`src/rtl/bpu_update_scheduler_if.sv`:
```
// Handshake bundle between execute/fetch/BPU and bpu_update_scheduler.
// The slave modport is the scheduler's view; master is the surrounding pipeline.
interface bpu_update_scheduler_if #(
  parameter int ADDR_WIDTH = 6,
  parameter int DEPTH      = 4
);
  localparam int CNT_W = $clog2(DEPTH) + 1;

  logic                  resolveValid;
  logic [ADDR_WIDTH-1:0] resolveAddr;
  logic                  resolveTaken;
  logic                  resolveReady;
  logic                  predictValid;
  logic [ADDR_WIDTH-1:0] predictAddr;
  logic                  flush;
  logic [ADDR_WIDTH-1:0] updateAddr;
  logic                  branchTaken;
  logic                  update;
  logic [CNT_W-1:0]      pendingCount;
  logic                  dropErr;

  modport slave (
    input  resolveValid, resolveAddr, resolveTaken,
    input  predictValid, predictAddr, flush,
    output resolveReady, updateAddr, branchTaken, update, pendingCount, dropErr
  );

  modport master (
    output resolveValid, resolveAddr, resolveTaken,
    output predictValid, predictAddr, flush,
    input  resolveReady, updateAddr, branchTaken, update, pendingCount, dropErr
  );
endinterface

```
`src/rtl/bpu_update_scheduler.sv`:
```
// Queues resolved branches and issues them one per pulse to the predictor update port,
// spacing pulses by DELAY and deferring on fetch-address collisions. Optional stats: BPU_UPD_STATS_EN.
module bpu_update_scheduler #(
  parameter int ADDR_WIDTH = 6,
  parameter int DEPTH      = 4,
  parameter int DELAY      = 0,
  parameter int MAX_DEFER  = 3
) (
  input  logic clk,
  input  logic rst,
  bpu_update_scheduler_if.slave bus
`ifdef BPU_UPD_STATS_EN
  ,
  output logic [15:0] issueCnt,
  output logic [15:0] deferCnt_total
`endif
);

  localparam int PTR_W = $clog2(DEPTH);
  localparam int CNT_W = PTR_W + 1;
  localparam int DEF_W = $clog2(MAX_DEFER + 1);
  localparam int GAP_W = (DELAY > 1) ? $clog2(DELAY) : 1;

  localparam logic [CNT_W-1:0] FULL_CNT = CNT_W'(DEPTH);
  localparam logic [DEF_W-1:0] DEF_MAX  = DEF_W'(MAX_DEFER);
  localparam logic [GAP_W-1:0] GAP_LAST = GAP_W'((DELAY > 0) ? DELAY - 1 : 0);

  typedef enum logic {S_IDLE, S_GAP} state_t;

  logic [ADDR_WIDTH-1:0] r_mem_addr [DEPTH];
  logic [DEPTH-1:0]      r_mem_taken;
  logic [PTR_W-1:0]      r_wptr;
  logic [PTR_W-1:0]      r_rptr;
  logic [CNT_W-1:0]      r_count;
  logic [DEF_W-1:0]      r_defer;
  logic [GAP_W-1:0]      r_gap;
  state_t                r_state;
  logic                  r_update;
  logic [ADDR_WIDTH-1:0] r_upd_addr;
  logic                  r_upd_taken;
  logic                  r_drop_err;

  state_t                w_state_nxt;
  logic                  w_ready;
  logic                  w_push;
  logic                  w_pop;
  logic                  w_defer;
  logic                  w_head_vld;
  logic [ADDR_WIDTH-1:0] w_head_addr;
  logic                  w_head_taken;
  logic                  w_collide;

  // No bypass: a full FIFO refuses a push even when it pops in the same cycle.
  assign w_ready      = (r_count != FULL_CNT);
  assign w_push       = bus.resolveValid && w_ready && !bus.flush;
  assign w_head_vld   = (r_count != '0);
  assign w_head_addr  = r_mem_addr[r_rptr];
  assign w_head_taken = r_mem_taken[r_rptr];
  assign w_collide    = bus.predictValid && (bus.predictAddr == w_head_addr);

  always_ff @(posedge clk or negedge rst) begin
    if (!rst) r_state <= S_IDLE;
    else      r_state <= w_state_nxt;
  end

  always_comb begin
    w_state_nxt = r_state;
    w_pop       = 1'b0;
    w_defer     = 1'b0;
    if (bus.flush) begin
      w_state_nxt = S_IDLE;
    end else begin
      case (r_state)
        S_IDLE: begin
          if (w_head_vld) begin
            if (w_collide && (r_defer < DEF_MAX)) begin
              w_defer = 1'b1;
            end else begin
              w_pop = 1'b1;
              if (DELAY > 0) w_state_nxt = S_GAP;
            end
          end
        end
        S_GAP: begin
          if (r_gap == GAP_LAST) w_state_nxt = S_IDLE;
        end
        default: w_state_nxt = S_IDLE;
      endcase
    end
  end

  // GAP dwells exactly DELAY cycles; the counter restarts on every entry.
  always_ff @(posedge clk or negedge rst) begin
    if (!rst) begin
      r_gap <= '0;
    end else if ((r_state == S_GAP) && (w_state_nxt == S_GAP)) begin
      r_gap <= r_gap + 1'b1;
    end else begin
      r_gap <= '0;
    end
  end

  always_ff @(posedge clk) begin
    if (w_push) begin
      r_mem_addr[r_wptr]  <= bus.resolveAddr;
      r_mem_taken[r_wptr] <= bus.resolveTaken;
    end
  end

  always_ff @(posedge clk or negedge rst) begin
    if (!rst) begin
      r_wptr  <= '0;
      r_rptr  <= '0;
      r_count <= '0;
    end else if (bus.flush) begin
      r_wptr  <= '0;
      r_rptr  <= '0;
      r_count <= '0;
    end else begin
      if (w_push) r_wptr <= r_wptr + 1'b1;
      if (w_pop)  r_rptr <= r_rptr + 1'b1;
      case ({w_push, w_pop})
        2'b10:   r_count <= r_count + 1'b1;
        2'b01:   r_count <= r_count - 1'b1;
        default: r_count <= r_count;
      endcase
    end
  end

  always_ff @(posedge clk or negedge rst) begin
    if (!rst) begin
      r_defer    <= '0;
      r_drop_err <= 1'b0;
    end else if (bus.flush) begin
      r_defer    <= '0;
      r_drop_err <= 1'b0;
    end else begin
      if (w_pop)        r_defer <= '0;
      else if (w_defer) r_defer <= r_defer + 1'b1;
      if (bus.resolveValid && !w_ready) r_drop_err <= 1'b1;
    end
  end

  // Issue stage: a pop in cycle C becomes the update pulse in cycle C+1.
  always_ff @(posedge clk or negedge rst) begin
    if (!rst) begin
      r_update    <= 1'b0;
      r_upd_addr  <= '0;
      r_upd_taken <= 1'b0;
    end else begin
      r_update <= w_pop;
      if (w_pop) begin
        r_upd_addr  <= w_head_addr;
        r_upd_taken <= w_head_taken;
      end
    end
  end

  assign bus.resolveReady = w_ready;
  assign bus.updateAddr   = r_upd_addr;
  assign bus.branchTaken  = r_upd_taken;
  assign bus.update       = r_update;
  assign bus.pendingCount = r_count;
  assign bus.dropErr      = r_drop_err;

`ifdef BPU_UPD_STATS_EN
  logic [15:0] r_issue_cnt;
  logic [15:0] r_defer_total;

  function automatic logic [15:0] sat_inc16(input logic [15:0] v);
    return (v == 16'hFFFF) ? v : v + 16'd1;
  endfunction

  // Statistics survive flush; only reset clears them.
  always_ff @(posedge clk or negedge rst) begin
    if (!rst) begin
      r_issue_cnt   <= '0;
      r_defer_total <= '0;
    end else begin
      if (r_update) r_issue_cnt   <= sat_inc16(r_issue_cnt);
      if (w_defer)  r_defer_total <= sat_inc16(r_defer_total);
    end
  end

  assign issueCnt       = r_issue_cnt;
  assign deferCnt_total = r_defer_total;
`endif

endmodule

```
`src/flat_wrapper.sv`:
```
// flat-port wrapper written by rule: the top's interface ports become plain ports
module bpu_update_scheduler_flat 
#(
  parameter int ADDR_WIDTH = 6,
  parameter int DEPTH      = 4,
  parameter int DELAY      = 0,
  parameter int MAX_DEFER  = 3
)
  (clk, rst, bus_resolveValid, bus_resolveAddr, bus_resolveTaken, bus_predictValid, bus_predictAddr, bus_flush, bus_resolveReady, bus_updateAddr, bus_branchTaken, bus_update, bus_pendingCount, bus_dropErr);
  bpu_update_scheduler_if #(.ADDR_WIDTH(ADDR_WIDTH), .DEPTH(DEPTH)) bus_i ();
  input  logic clk;
  input  logic rst;
  input wire logic [$bits(bus_i.resolveValid)-1:0] bus_resolveValid;
  input wire logic [$bits(bus_i.resolveAddr)-1:0] bus_resolveAddr;
  input wire logic [$bits(bus_i.resolveTaken)-1:0] bus_resolveTaken;
  input wire logic [$bits(bus_i.predictValid)-1:0] bus_predictValid;
  input wire logic [$bits(bus_i.predictAddr)-1:0] bus_predictAddr;
  input wire logic [$bits(bus_i.flush)-1:0] bus_flush;
  output wire logic [$bits(bus_i.resolveReady)-1:0] bus_resolveReady;
  output wire logic [$bits(bus_i.updateAddr)-1:0] bus_updateAddr;
  output wire logic [$bits(bus_i.branchTaken)-1:0] bus_branchTaken;
  output wire logic [$bits(bus_i.update)-1:0] bus_update;
  output wire logic [$bits(bus_i.pendingCount)-1:0] bus_pendingCount;
  output wire logic [$bits(bus_i.dropErr)-1:0] bus_dropErr;
  assign bus_i.resolveValid = bus_resolveValid;
  assign bus_i.resolveAddr = bus_resolveAddr;
  assign bus_i.resolveTaken = bus_resolveTaken;
  assign bus_i.predictValid = bus_predictValid;
  assign bus_i.predictAddr = bus_predictAddr;
  assign bus_i.flush = bus_flush;
  assign bus_resolveReady = bus_i.resolveReady;
  assign bus_updateAddr = bus_i.updateAddr;
  assign bus_branchTaken = bus_i.branchTaken;
  assign bus_update = bus_i.update;
  assign bus_pendingCount = bus_i.pendingCount;
  assign bus_dropErr = bus_i.dropErr;
  bpu_update_scheduler #(.ADDR_WIDTH(ADDR_WIDTH), .DEPTH(DEPTH), .DELAY(DELAY), .MAX_DEFER(MAX_DEFER)) u_core (.clk(clk), .rst(rst), .bus(bus_i));
endmodule
```
`config.mk`:
```
export PLATFORM = sky130hd
export DESIGN_NAME = bpu_update_scheduler_flat
export DESIGN_NICKNAME = d
export VERILOG_FILES = /design/src/rtl/bpu_update_scheduler_if.sv /design/src/rtl/bpu_update_scheduler.sv /design/src/flat_wrapper.sv
export SDC_FILE = /design/constraint.sdc
export NUM_CORES = 1
export LEC_CHECK = 0
export BUFFER_PORTS_ARGS = -buffer_cell sky130_fd_sc_hd__buf_2
export CORE_UTILIZATION = 40
export CTS_CLUSTER_DIAMETER = 40
export CTS_CLUSTER_SIZE = 8
export DETAILED_ROUTE_END_ITERATION = 8
export MAX_ROUTING_LAYER = met4
export PLACE_DENSITY = 0.64
export SETUP_SLACK_MARGIN = 0.4
export SLEW_MARGIN = 10
export SYNTH_ARGS = -nofsm -noshare
export SYNTH_HDL_FRONTEND = slang
export SYNTH_SLANG_ARGS = --single-unit
export TNS_END_PERCENT = 5
```
`constraint.sdc`:
```
create_clock -name clk -period 6.78 [get_ports clk]
set_input_delay 1.017 -clock clk [delete_from_list [all_inputs] [get_ports clk]]
set_output_delay 1.017 -clock clk [all_outputs]
set_load 0.01 [all_outputs]
```
; ---- After elaboration in Yosys (flattened, before gate mapping)
; Memory sizes are Yosys's and may differ from the RTL's.
; Cells that the tools add are included.
; Widths: inputs -> output; s select.
[word_totals]
ff_bits = 24
mem_bits_rw = 24
inputBits = 18
out_inout_bits = 13
elab_cells = 71
n_memories = 1
[classes]
n_addsub = 6
order_cmp = 4
n_eq_ne = 4
n_mux = 30
reduce_logical = 15
[memory_table]
columns = memory, words, width, rd, rd_clocked_by_memory_dff, write_ports, line
row1 = u_core.r_mem_addr, 4, 6, 1, 0, 1, bpu_update_scheduler.sv:30  ; logic [ADDR_WIDTH-1:0] r_mem_addr [DEPTH];
[op_table]
columns = cell, n
row1 = $mux 1, 18
row2 = $mux 2, 7
row3 = $reduce_bool 3->1, 3
row4 = $logic_and 1x1->1, 7
row5 = $add 2x1->2 const B, 3
row6 = $eq 6x6->1, 1
row7 = $lt 2x3->1 const B, 2
row8 = $pmux 3 s2, 1
row9 = $reduce_bool 2->1, 3
row10 = $bwmux 4, 1
row11 = $add 3x1->3 const B, 1
row12 = $mux 3, 1
row13 = $ne 3x3->1 const B, 1
row14 = $sub 3x1->3 const B, 1
row15 = $bmux 1 s2, 1
row16 = $demux 1 s2, 1
row17 = $eq 2x1->1 const B, 1
row18 = $eq 2x2->1 const B, 1
row19 = $ge 2x1->1 const B, 1
row20 = $logic_not 1->1, 2
row21 = $lt 2x2->1 const B, 1
row22 = $add 1x1->1 const B, 1

; ---- Longest topological paths before layout
; Gate-level depths: netlist (run 1).
; An unclocked memory read counts as a cell.
[depth]
depth_word = 11
ltp_mapped = 15
depth_no_buf = 13

; ---- Worst setup path before layout (run 1)
; No wires, ideal clock.
[synth_path]
kind = input to register
startpoint = input bus_predictAddr[0]
endpoint = register u_core.r_count[2], in the netlist u_core.bus.pendingCount[2]
setup_time_ns = 0.082
arrival_time_ns = 3.293
t_required_ns = 6.698
slack_ns = 3.405
stages = 12
path_buffers = 1
cell_sequence = nor2b_1 > mux2i_1 > o2111ai_2 > nor4_4 > or3_1 > buf_6 > nor2_1 > fa_1 > nor3_1 > a21oi_1 > or3_1 > a31oi_1
[synth_between]
elab_chain_cells = 10
elab_cells_between_ends = 12
classes_between = eq/ne: 3 / mux: 6 / reduce/logical: 3
[synth_rtl]
columns = element, line
row1 = "start, declared", flat_wrapper.sv:17  ; input wire logic [$bits(bus_i.predictAddr)-1:0] bus_predictAddr;
row2 = $eq 6x6->1 *, bpu_update_scheduler.sv:59  ; assign w_collide = bus.predictValid && (bus.predictAddr == w_head_addr);
row3 = $logic_and 1x1->1 *, bpu_update_scheduler.sv:59
row4 = $logic_and 1x1->1 *, bpu_update_scheduler.sv:76  ; if (w_collide && (r_defer < DEF_MAX)) begin
row5 = $mux 1 *, bpu_update_scheduler.sv:76
row6 = $mux 1 *, bpu_update_scheduler.sv:75  ; if (w_head_vld) begin
row7 = $mux 1 *, bpu_update_scheduler.sv:73  ; case (r_state)
row8 = $mux 1 *, bpu_update_scheduler.sv:70  ; if (bus.flush) begin
row9 = $eq 2x1->1 / $eq 2x2->1 (equally long branches), bpu_update_scheduler.sv:122  ; case ({w_push, w_pop})
row10 = $pmux 3 s2, bpu_update_scheduler.sv:122
row11 = $mux 3, bpu_update_scheduler.sv:115  ; end else if (bus.flush) begin
row12 = "end signal, assigned", bpu_update_scheduler.sv:123  ; 2'b10: r_count <= r_count + 1'b1;
row13 = "end signal, assigned", bpu_update_scheduler.sv:124  ; 2'b01: r_count <= r_count - 1'b1;
row14 = "end signal, assigned", bpu_update_scheduler.sv:125  ; default: r_count <= r_count;
row15 = "end, declared", bpu_update_scheduler.sv:34  ; logic [CNT_W-1:0] r_count;
; Every way passes the cells marked *; elsewhere a longest branch is shown, timed or not.
; A chain may end at the register's enable or synchronous reset.

; ---- Final worst setup path (run 1)
[layout_path]
startpoint = register u_core.r_rptr[0]
endpoint = register u_core.r_count[2], in the netlist u_core.bus.pendingCount[2]
[layout_between]
elab_chain_cells = 11
elab_cells_between_ends = 13
classes_between = eq/ne: 3 / mux: 6 / reduce/logical: 3 / memory: 1
[layout_rtl]
columns = element, line
row1 = "start, declared", bpu_update_scheduler.sv:33  ; logic [PTR_W-1:0] r_rptr;
row2 = "start signal, assigned", bpu_update_scheduler.sv:121  ; if (w_pop) r_rptr <= r_rptr + 1'b1;
row3 = $mem_v2 4x6 *, n/a
row4 = $eq 6x6->1 *, bpu_update_scheduler.sv:59
row5 = $logic_and 1x1->1 *, bpu_update_scheduler.sv:59
row6 = $logic_and 1x1->1 *, bpu_update_scheduler.sv:76
row7 = $mux 1 *, bpu_update_scheduler.sv:76
row8 = $mux 1 *, bpu_update_scheduler.sv:75
row9 = $mux 1 *, bpu_update_scheduler.sv:73
row10 = $mux 1 *, bpu_update_scheduler.sv:70
row11 = $eq 2x1->1 / $eq 2x2->1 (equally long branches), bpu_update_scheduler.sv:122
row12 = $pmux 3 s2, bpu_update_scheduler.sv:122
row13 = $mux 3, bpu_update_scheduler.sv:115
; Marks and branches as above.

==> flow_summary.ini, run 1 <==
[drt]
firstDrtPassIters = 4
drc_errors = 0
routed_wl_um = 4463
vias = 1395
wl_per_cell_um = 16.78
drtAntennaViolNets = 0
routed_via_density = 5.244
drtIter0Drc = 104

[clocking]
clockRootBuffer = clkbuf_8
path_clk_slew_ns = 0.09
hold_buffers = 0
cts_made_buffers = 5
worstSkewPairLatency_ns = 0.29
cts_buffer_depth = 2
cts_setup_buffers = 0
cts_sinks = 48
tritoncts = done
htreeDepth = 2
post_cts_resized = 0

[cells_and_area]
mostFrequentLayoutCell = buf_2
area_growth_pct = 14.13
layout_common_cells = buf_2 (30), edfxtp_1 (28), dfrtp_1 (20)
diodes = 0
drive_above_1_share = 0.2704
layout.nets = 219

[synth]
synth_ff_type = edfxtp_1
async_reset_ff_frac = 0.4167
synth_area_um2 = 2258
yosysWarningCount = 0
syn-num-nets = 187
yosys_register_bits = 48
syn_area_per_cell_um2 = 13.86
synth_edf_count = 28
netlist_instances = 163
synth_seq_area_share = 0.5939
synth_cell_type_count = 36

[worst_hold_path]
hp-class = reg2reg
worstHoldStart = u_core.r_gap$_DFF_PN0_

[worst_setup_path]
critPathRequiredTime_ns = 6.95
start_kind = flop
reg2reg_depth = 13
r2r-start = u_core.r_rptr[0]$_DFFE_PN0P_
r2r-end = u_core.bus.pendingCount[2]$_DFFE_PN0P_
setup.worst_path.end_class = flop
critical_path_class = reg2reg
startpoint = u_core.r_rptr[0]$_DFFE_PN0P_
r2r_setup_slack_ns = 2.73
cp-endpoint = u_core.bus.pendingCount[2]$_DFFE_PN0P_
critPathMaxFanout = 13
arrival_ns = 4.22

[run]
max_cap_viol_count = 0

[grt]
grt_pass1_wl_um = 7162
grt_start_max_net_pins = 21
antenna_found_initial = 0
grtUsageTotal = 0.1668
overflow = 0
first_global_vias = 1409

[sta]
max_freq_mhz = 246.7
hold_violations = 0
worstMarginPinSlew_ns = 0.7078
setup_viol = 0
slew_headroom = 0.5241
drv_slew = 0
post-route-period-util = 0.5977
fin_crit_ns = 4.053
grt_setup_unrepaired = false
holdWs_ns = 0.4922
finClkSkew_ns = 0.009087
setup_tns_ns = 0

[power]
vdd_drop_max_v = 0.0001405
power_density_nw_per_um2 = 349.4
power.leakage_nw = 1.012
design_power_total_mw = 0.9006

[floorplanning]
dieWidth_um = 77.14
dieArea_um2 = 5951
core_um2 = 5270
start_util = 0.4285
die_h_um = 77.14
rows = 26
io-pin-count = 31

[run_status]
status = complete, no violations

[placed_design]
port_buffers = 30
routabilityCongestion = 0.7712
dpl.hpwl_um = 3260
==> sequential cells by signal, indices dropped and copies added (netlist names) <==
name and cells:
u_core.bus.update 1, u_core.r_mem_taken 4, u_core.r_defer 2, u_core.r_mem_addr 24
u_core.bus.pendingCount 3, u_core.r_wptr 2, u_core.bus.dropErr 1, u_core.r_state 1
u_core.r_rptr 2, u_core.bus.branchTaken 1, u_core.r_gap 1, u_core.bus.updateAddr 6
==> worst min path at each step <==
| stage | end | slack [ns] | cells after the start |
|---|---|---|---|
| finish | u_core.r_state$_DFF_PN0_ | 0.49 | 2 |
| CTS | u_core.r_state$_DFF_PN0_ | 0.49 | 2 |
| global placement | u_core.r_state$_DFF_PN0_ | 0.45 | 2 |
| global route | u_core.r_state$_DFF_PN0_ | 0.51 | 2 |
| detailed placement | u_core.r_state$_DFF_PN0_ | 0.48 | 2 |
| floorplan | u_core.r_state$_DFF_PN0_ | 0.45 | 2 |
==> per-layer routing <==
metal  global-route usage  part of all wire
met1               0.2127              0.45
met2               0.2558              0.50
met3              0.03571             0.035
met4              0.07358             0.017
met5                    -                 0
==> cells by family after synthesis <==
kind of cell | synth area share
muxes | 0.1380
xor gates and xnor gates | 0.03102
buffers and inverters | 0.02493
AOI/OAI and AO/OA | 0.07368
other | 0.001660
adders and majority gates | 0.03657
DFF | 0.5939
and+or+nand+nor | 0.1003
==> synth_stat cells (2+ instances only) <==
cell | n | area share
o21ai_0 | 2 | 0.0044
mux4_1 | 3 | 0.035
clkbuf_1 | 2 | 0.0033
o31ai_1 | 2 | 0.0066
ha_1 | 5 | 0.028
nor2b_1 | 2 | 0.0055
edfxtp_1 | 28 | 0.37
xor2_1 | 4 | 0.016
mux2i_1 | 12 | 0.053
xnor2_1 | 4 | 0.016
a31oi_1 | 2 | 0.0055
nor2_1 | 13 | 0.022
nand2_1 | 11 | 0.018
nor3_1 | 2 | 0.0044
o21ba_2 | 2 | 0.0089
a21oi_1 | 8 | 0.018
buf_4 | 2 | 0.0066
or3_1 | 4 | 0.011
inv_1 | 6 | 0.010
nand2b_1 | 2 | 0.0055
mux2_2 | 8 | 0.040
nand3_1 | 2 | 0.0044
and2_1 | 5 | 0.014
dfrtp_1 | 20 | 0.22
==> metrics by stage <==
step / utilization / instance area [µm²] / instances / setup WS, ns
detailed placement: 0.4672 / 2462 / 258 / 2.746
finish: 0.4891 / 2577 / 266 / 2.727
global route: 0.4891 / 2577 / 266 / 2.418
floorplan: - / 2258 / 163 / 3.405
global placement: 0.4672 / 2462 / 258 / 2.977
CTS: 0.4891 / 2577 / 266 / 2.726
==> worst max-delay path, stage by stage (launching register included) <==
cell,delay [ns]
dfrtp_1,0.67
mux4_1,0.66
xnor2_1,0.18
o2111ai_1,0.22
nor4_4,0.50
or3_1,0.44
nor2_1,0.10
fa_1,0.48
nor2_1,0.12
nor2_1,0.05
o32ai_1,0.14
a21oi_1,0.09
o41ai_1,0.11
a31oi_1,0.16
==> power breakdown <==
part	total [mW]	switching (mW)	internal (mW)	leakage, nW
clock	0.209	0.0976	0.111	0.0548
sequential	0.404	0.0480	0.356	0.510
combinational	0.288	0.149	0.139	0.447
==> layout make-up <==
class / instances / area [µm²]
fill: 480 / 2693
clock buffer: 5 / 68.82
multi-input combinational: 104 / 860.8
tap: 70 / 87.58
timing repair buffer: 30 / 150.1
sequential: 48 / 1341
inverter: 6 / 22.52
clock inverter: 3 / 46.29
No activity file was read; power rests on OpenSTA's default activity.
==> run 2: changes to the inputs <==
==> constraint.sdc (replaced) <==
create_clock -name clk -period 3.8 [get_ports clk]
set_input_delay 0.57 -clock clk [delete_from_list [all_inputs] [get_ports clk]]
set_output_delay 0.57 -clock clk [all_outputs]
set_load 0.01 [all_outputs]
==> run 2 against run 1 <==
Total power grew 76%; clock skew shrank 0.0038 ns; combinational power grew 95%; wire length shrank 3.3%; global-route usage shrank 0.65 points; die area is the same; largest power group unchanged.
==> flow_summary.ini, run 2 (synthesized netlist as in run 1, its figures left out) <==
[worst_setup_path]
critical_path_class = reg2reg
path_buf_inv = 0
crit_top_cell = or3_1
setup.worst_path.end_class = flop
crit_family = simple AND/OR/NAND/NOR gates
critPathRequiredTime_ns = 4.01
cp-endpoint = u_core.bus.pendingCount[2]$_DFFE_PN0P_
critPathMaxFanout = 8
startpoint = u_core.r_rptr[0]$_DFFE_PN0P_
worstPathCellList = mux4_1, xnor2_1, o2111ai_1, nor4_4, or3_1, nor2_1, fa_2, nor3_1, a21oi_1, or3_1, a31oi_1
arrival_ns = 3.34
cpMaxStageDelayCell = mux4_1
slowest_delay_ns = 0.62
r2r-start = u_core.r_rptr[0]$_DFFE_PN0P_
start_kind = flop
reg2reg_depth = 11
cp.depth = 11
r2r-end = u_core.bus.pendingCount[2]$_DFFE_PN0P_
r2r_setup_slack_ns = 0.67

[run_status]
status = complete, no violations

[clocking]
cts_sinks = 48
htreeDepth = 2
path_clk_slew_ns = 0.09
cts_made_buffers = 5
worstSkewPairLatency_ns = 0.29
tritoncts = done
clockRootBuffer = clkbuf_8
cts_buffer_depth = 2

[cells_and_area]
mostFrequentLayoutCell = buf_2
area_growth_pct = 16.07
final_area_um2 = 2621
drive_above_1_share = 0.3088
diodes = 0
layout.nets = 227
largest_register_ffs = 24
layout_common_cells = buf_2 (30), edfxtp_1 (28), dfrtp_1 (18)
top_register = u_core.r_mem_addr

[drt]
wl_per_cell_um = 15.75
drtIter0Drc = 107
vias = 1408
drtAntennaViolNets = 0
routed_via_density = 5.139
firstDrtPassIters = 4
drc_errors = 0
routed_wl_um = 4315

[power]
vdd_drop_max_v = 0.0002532
power.leakage_nw = 1.038
power_density_nw_per_um2 = 604.3

[floorplanning]
dieWidth_um = 77.14
die_h_um = 77.14
io-pin-count = 31
start_util = 0.4285
dieArea_um2 = 5951
core_um2 = 5270
rows = 26

[sta]
drv_slew = 0
post-route-period-util = 0.8228
fin_crit_ns = 3.127
setup_tns_ns = 0
setup_viol = 0
slew_headroom = 0.5235
hold_violations = 0
finClkSkew_ns = 0.005268
worstMarginPinSlew_ns = 0.7087
max_freq_mhz = 319.8
grt_setup_unrepaired = false

[placed_design]
port_buffers = 30
routabilityCongestion = 0.7843
dpl.hpwl_um = 3176
post_dp_cell_area_um2 = 2477

[grt]
overflow = 0
grtUsageTotal = 0.1604
first_global_vias = 1361
grt_pass1_wl_um = 6879
antenna_found_initial = 0
grt_start_max_net_pins = 21

[run]
max_cap_viol_count = 0

[worst_hold_path]
hp-class = in2async
run 2: cell count changes in the layout (fill, tap and decap cells not counted):
| cell | previous run | this run |
|---|---|---|
| bufinv_16 | 1 | 0 |
| dfrtp_1 | 20 | 18 |
| buf_4 | 0 | 8 |
| fa_2 | 0 | 1 |
| fa_1 | 1 | 0 |
| clkbuf_8 | 5 | 6 |
| inv_6 | 1 | 0 |
| clkbuf_1 | 0 | 1 |
| dfrtp_2 | 0 | 2 |
run 2: per-stage QoR:
stage / power, mW / util / hold slack (ns) / cells / worst slack [ns]
after floorplan: 1.102 / - / 0.2744 / 163 / 0.6206
after global placement: 1.226 / 0.4701 / 0.4541 / 260 / 0.5914
after detailed placement: 1.257 / 0.4701 / 0.4668 / 260 / 0.3588
after CTS: 1.569 / 0.4881 / 0.2169 / 268 / 0.4679
after global routing: 1.688 / 0.4974 / 0.2277 / 274 / 0.4636
final: 1.584 / 0.4974 / 0.2139 / 274 / 0.6733
run 2: where the power goes:
| group | internal [mW] | switching, mW | total [mW] |
|---|---|---|---|
| combinational | 0.279 | 0.282 | 0.562 |
| clock | 0.148 | 0.160 | 0.308 |
| sequential | 0.637 | 0.0772 | 0.714 |
| total | 1.06 | 0.520 | 1.58 |
run 2: worst min path at each step:
stage                     slack [ns]                    from                            endpoint  cells after the start
final                           0.21                     rst       u_core.r_defer[0]$_DFFE_PN0P_                      1
after global routing            0.23                     rst       u_core.r_defer[0]$_DFFE_PN0P_                      1
after floorplan                 0.27                     rst  u_core.bus.branchTaken$_DFFE_PN0P_                      0
after global placement          0.45  u_core.r_gap$_DFF_PN0_            u_core.r_state$_DFF_PN0_                      2
after detailed placement        0.47  u_core.r_gap$_DFF_PN0_            u_core.r_state$_DFF_PN0_                      2
after CTS                       0.22                     rst       u_core.r_defer[0]$_DFFE_PN0P_                      1
run 2: layout make-up:
cell class | count | area [µm²]
fillers | 490 | 2649
flip-flops and latches | 48 | 1344
multi-input cells | 104 | 863.3
repair buffers | 38 | 210.2
well taps | 70 | 87.58
clock buffers | 7 | 86.33
inverters | 6 | 22.52
clock inverters | 1 | 7.507
run 2: timing repair:
item                       4_1_cts  5_1_grt
hold buffers                     0        0
gates resized for setup          1        2
setup endpoints to repair        1        1
setup buffers                    0        6
run 2: per-layer routing:
metal | part of all wire | track usage | vias up
met5 | 0 | - | -
met4 | 0.014 | 0.05660 | 0
met3 | 0.042 | 0.04167 | 7
met2 | 0.48 | 0.2460 | 32
met1 | 0.46 | 0.2053 | 693
li1 | - | - | 676
run 2: worst reg2reg max path, cell delays in order (launching register included):
cell       delay, ns
dfrtp_2         0.47
mux4_1          0.62
xnor2_1         0.18
o2111ai_1       0.22
nor4_4          0.19
or3_1           0.16
nor2_1          0.05
fa_2            0.41
nor3_1          0.20
a21oi_1         0.06
or3_1           0.34
a31oi_1         0.15
==> run 3: changes to the inputs <==
--- a/config.mk
+++ b/config.mk
@@ -5,6 +5,7 @@
 export SDC_FILE = /design/constraint.sdc
 export NUM_CORES = 1
 export LEC_CHECK = 0
+export ABC_AREA = 1
 export BUFFER_PORTS_ARGS = -buffer_cell sky130_fd_sc_hd__buf_2
 export CORE_UTILIZATION = 40
 export CTS_CLUSTER_DIAMETER = 40
==> constraint.sdc (replaced) <==
create_clock -name clk -period 2.91 [get_ports clk]
set_input_delay 0.4365 -clock clk [delete_from_list [all_inputs] [get_ports clk]]
set_output_delay 0.4365 -clock clk [all_outputs]
set_load 0.01 [all_outputs]
==> run 3 against run 2 <==
Count of clock-buffer cells in the layout fell by 2; largest cell class unchanged; register-to-register slack got worse by 0.16 ns; wire length fell by 4.5%.
==> flow_summary.ini, run 3 <==
[run_status]
status = complete, no violations

[synth]
synth_seq_area_share = 0.5823
async_reset_ff_frac = 0.4167
synth_most_common_cell = nand2_1
netlist_instances = 218
synth_area_leaders = edfxtp_1 (37%), dfrtp_1 (22%), nand2_1 (9.0%), nand3_1 (3.7%), inv_1 (3.4%)
synth_commonest_cells = nand2_1 (55), edfxtp_1 (28), inv_1 (21)
synth_xor_area_frac = 0.003802
synth-simple-area-share = 0.2510
synth_adder_area_share = 0.03585
synth_area_leader_cell = edfxtp_1
synth_ff_type = edfxtp_1
synth_cell_type_count = 29
yosysWarningCount = 0
synth_compound_area_frac = 0.04943
synth_top_family_by_area = simple AND/OR/NAND/NOR gates
synth_edf_count = 28
synth_top_area_share = 0.3650
syn_area_per_cell_um2 = 10.57
yosys_register_bits = 48
muxShareOfSynthArea = 0
synth_area_um2 = 2303
syn-num-nets = 242

[clocking]
htreeDepth = 2
worstSkewPairLatency_ns = 0.30
path_clk_slew_ns = 0.10
cts_made_buffers = 5
cts_buffer_depth = 2
tritoncts = done
cts_sinks = 48
hold_buffers = 0
clockRootBuffer = clkbuf_8

[cells_and_area]
mostFrequentLayoutCell = nand2_1
top_register = u_core.r_mem_addr
final_cells = 333
layout.nets = 284
layout_common_cells = nand2_1 (52), buf_2 (30), edfxtp_1 (28)
largest_register_ffs = 24
nFillCells = 508
drive_above_1_share = 0.3640
area_growth_pct = 18.58
diodes = 0

[grt]
grt_start_max_net_pins = 21
grtUsageTotal = 0.1500
antenna_found_initial = 0
first_global_vias = 1448
overflow = 0
grt_pass1_wl_um = 6672

[worst_setup_path]
critPathRequiredTime_ns = 3.16
critical_path_class = reg2reg
startpoint = u_core.r_rptr[0]$_DFFE_PN0P_
arrival_ns = 2.65
r2r-end = u_core.bus.pendingCount[2]$_DFFE_PN0P_
r2r-start = u_core.r_rptr[0]$_DFFE_PN0P_
start_kind = flop
reg2reg_depth = 18
cp-endpoint = u_core.bus.pendingCount[2]$_DFFE_PN0P_
r2r_setup_slack_ns = 0.51
critPathMaxFanout = 6
setup.worst_path.end_class = flop

[floorplanning]
io-pin-count = 31
die_h_um = 77.89
dieWidth_um = 77.89
start_util = 0.4158
core_um2 = 5540
dieArea_um2 = 6066
rows = 27

[run]
max_cap_viol_count = 0

[power]
power.leakage_nw = 1.236
vdd_drop_max_v = 0.0004457
design_power_total_mw = 2.397
power_density_nw_per_um2 = 877.6

[sta]
drv_slew = 0
slew_headroom = 0.5465
worstMarginPinSlew_ns = 0.6778
setup_viol = 0
fin_crit_ns = 2.397
grt_setup_unrepaired = true
finClkSkew_ns = 0.01434
setup_tns_ns = 0
hold_violations = 0
post-route-period-util = 0.8238
holdWs_ns = 0.06540
max_freq_mhz = 417.1

[drt]
drc_errors = 0
firstDrtPassIters = 4
wl_per_cell_um = 12.37
drtAntennaViolNets = 0
routed_wl_um = 4119
vias = 1570
drtIter0Drc = 69
routed_via_density = 4.715

[placed_design]
dpl.hpwl_um = 2919
port_buffers = 30
routabilityCongestion = 0.7776
dp.cells = 315

[worst_hold_path]
hp-class = in2async
## run 3: where the power goes
part	internal (mW)	switching (mW)
Sequential	0.841	0.118
Combinational	0.423	0.606
Clock	0.175	0.234
Total	1.44	0.958
## run 3: per-stage QoR
step,worst slack [ns],cell area [µm²],util
after detailed placement,0.2804,2475,0.4467
after global routing,0.3231,2731,0.4930
final,0.5126,2731,0.4930
after floorplan,0.6821,2303,-
after CTS,0.4556,2621,0.4731
after global placement,0.3722,2475,0.4467
## run 3: repair_timing
item,in CTS,in global routing
pin swaps,0,15
setup buffers,5,4
cloned,0,1
resized for setup,2,20
endpoints found under the setup margin,1,1
## run 3: cells by family (layout without fill, tap and decap cells)
family | count (synthesis) | in the layout
xor+xnor | 1 | 1
fa+ha+maj | 6 | 6
buf+inv | 30 | 73
simple gates | 114 | 114
flops | 48 | 48
other cells | 1 | 1
compound gates | 18 | 18
## run 3: critical path: stages (launching register included)
cell and delay, ns:
dfrtp_2 0.51, buf_12 0.15, nand2_1 0.07, nand3_2 0.09, nand2_1 0.09, nand2_1 0.06, nand2_1 0.04, clkinv_1 0.04
nand2_1 0.05, nor2_2 0.14, nand2_4 0.08, nand3_2 0.07, inv_2 0.04, fa_2 0.37, xnor2_2 0.19, nand4_1 0.11
nand2_1 0.09, nand3_1 0.06, nand2_1 0.07
## run 3: worst min path at each step
stage               cells after the start  slack [ns]                                  to  startpoint
floorplan                               0        0.14  u_core.bus.branchTaken$_DFFE_PN0P_         rst
global placement                        1        0.41      u_core.bus.dropErr$_DFFE_PN0P_         rst
detailed placement                      1        0.42      u_core.bus.dropErr$_DFFE_PN0P_         rst
CTS                                     1        0.08      u_core.bus.dropErr$_DFFE_PN0P_         rst
global route                            1        0.09      u_core.bus.dropErr$_DFFE_PN0P_         rst
finish                                  1        0.07      u_core.bus.dropErr$_DFFE_PN0P_         rst
## run 3: layout make-up
type | instances | area [µm²] | area share
sequential | 48 | 1344 | 0.4920
timing repair inverter | 1 | 6.256 | 0.002290
clock inverter | 3 | 25.02 | 0.009162
clock buffer | 5 | 68.82 | 0.02519
timing repair buffer | 39 | 234.0 | 0.08566
inverter | 25 | 106.4 | 0.03894
tap | 72 | 90.09 | 0.03298
multi-input combinational | 140 | 857.1 | 0.3138
## run 3: per-layer routing
layer,wire [µm],GRT usage,vias up
met5,0,-,-
met4,108,0.07170,0
met3,144,0.03647,11
met2,2002,0.2265,34
met1,1863,0.1892,727
li1,-,-,798
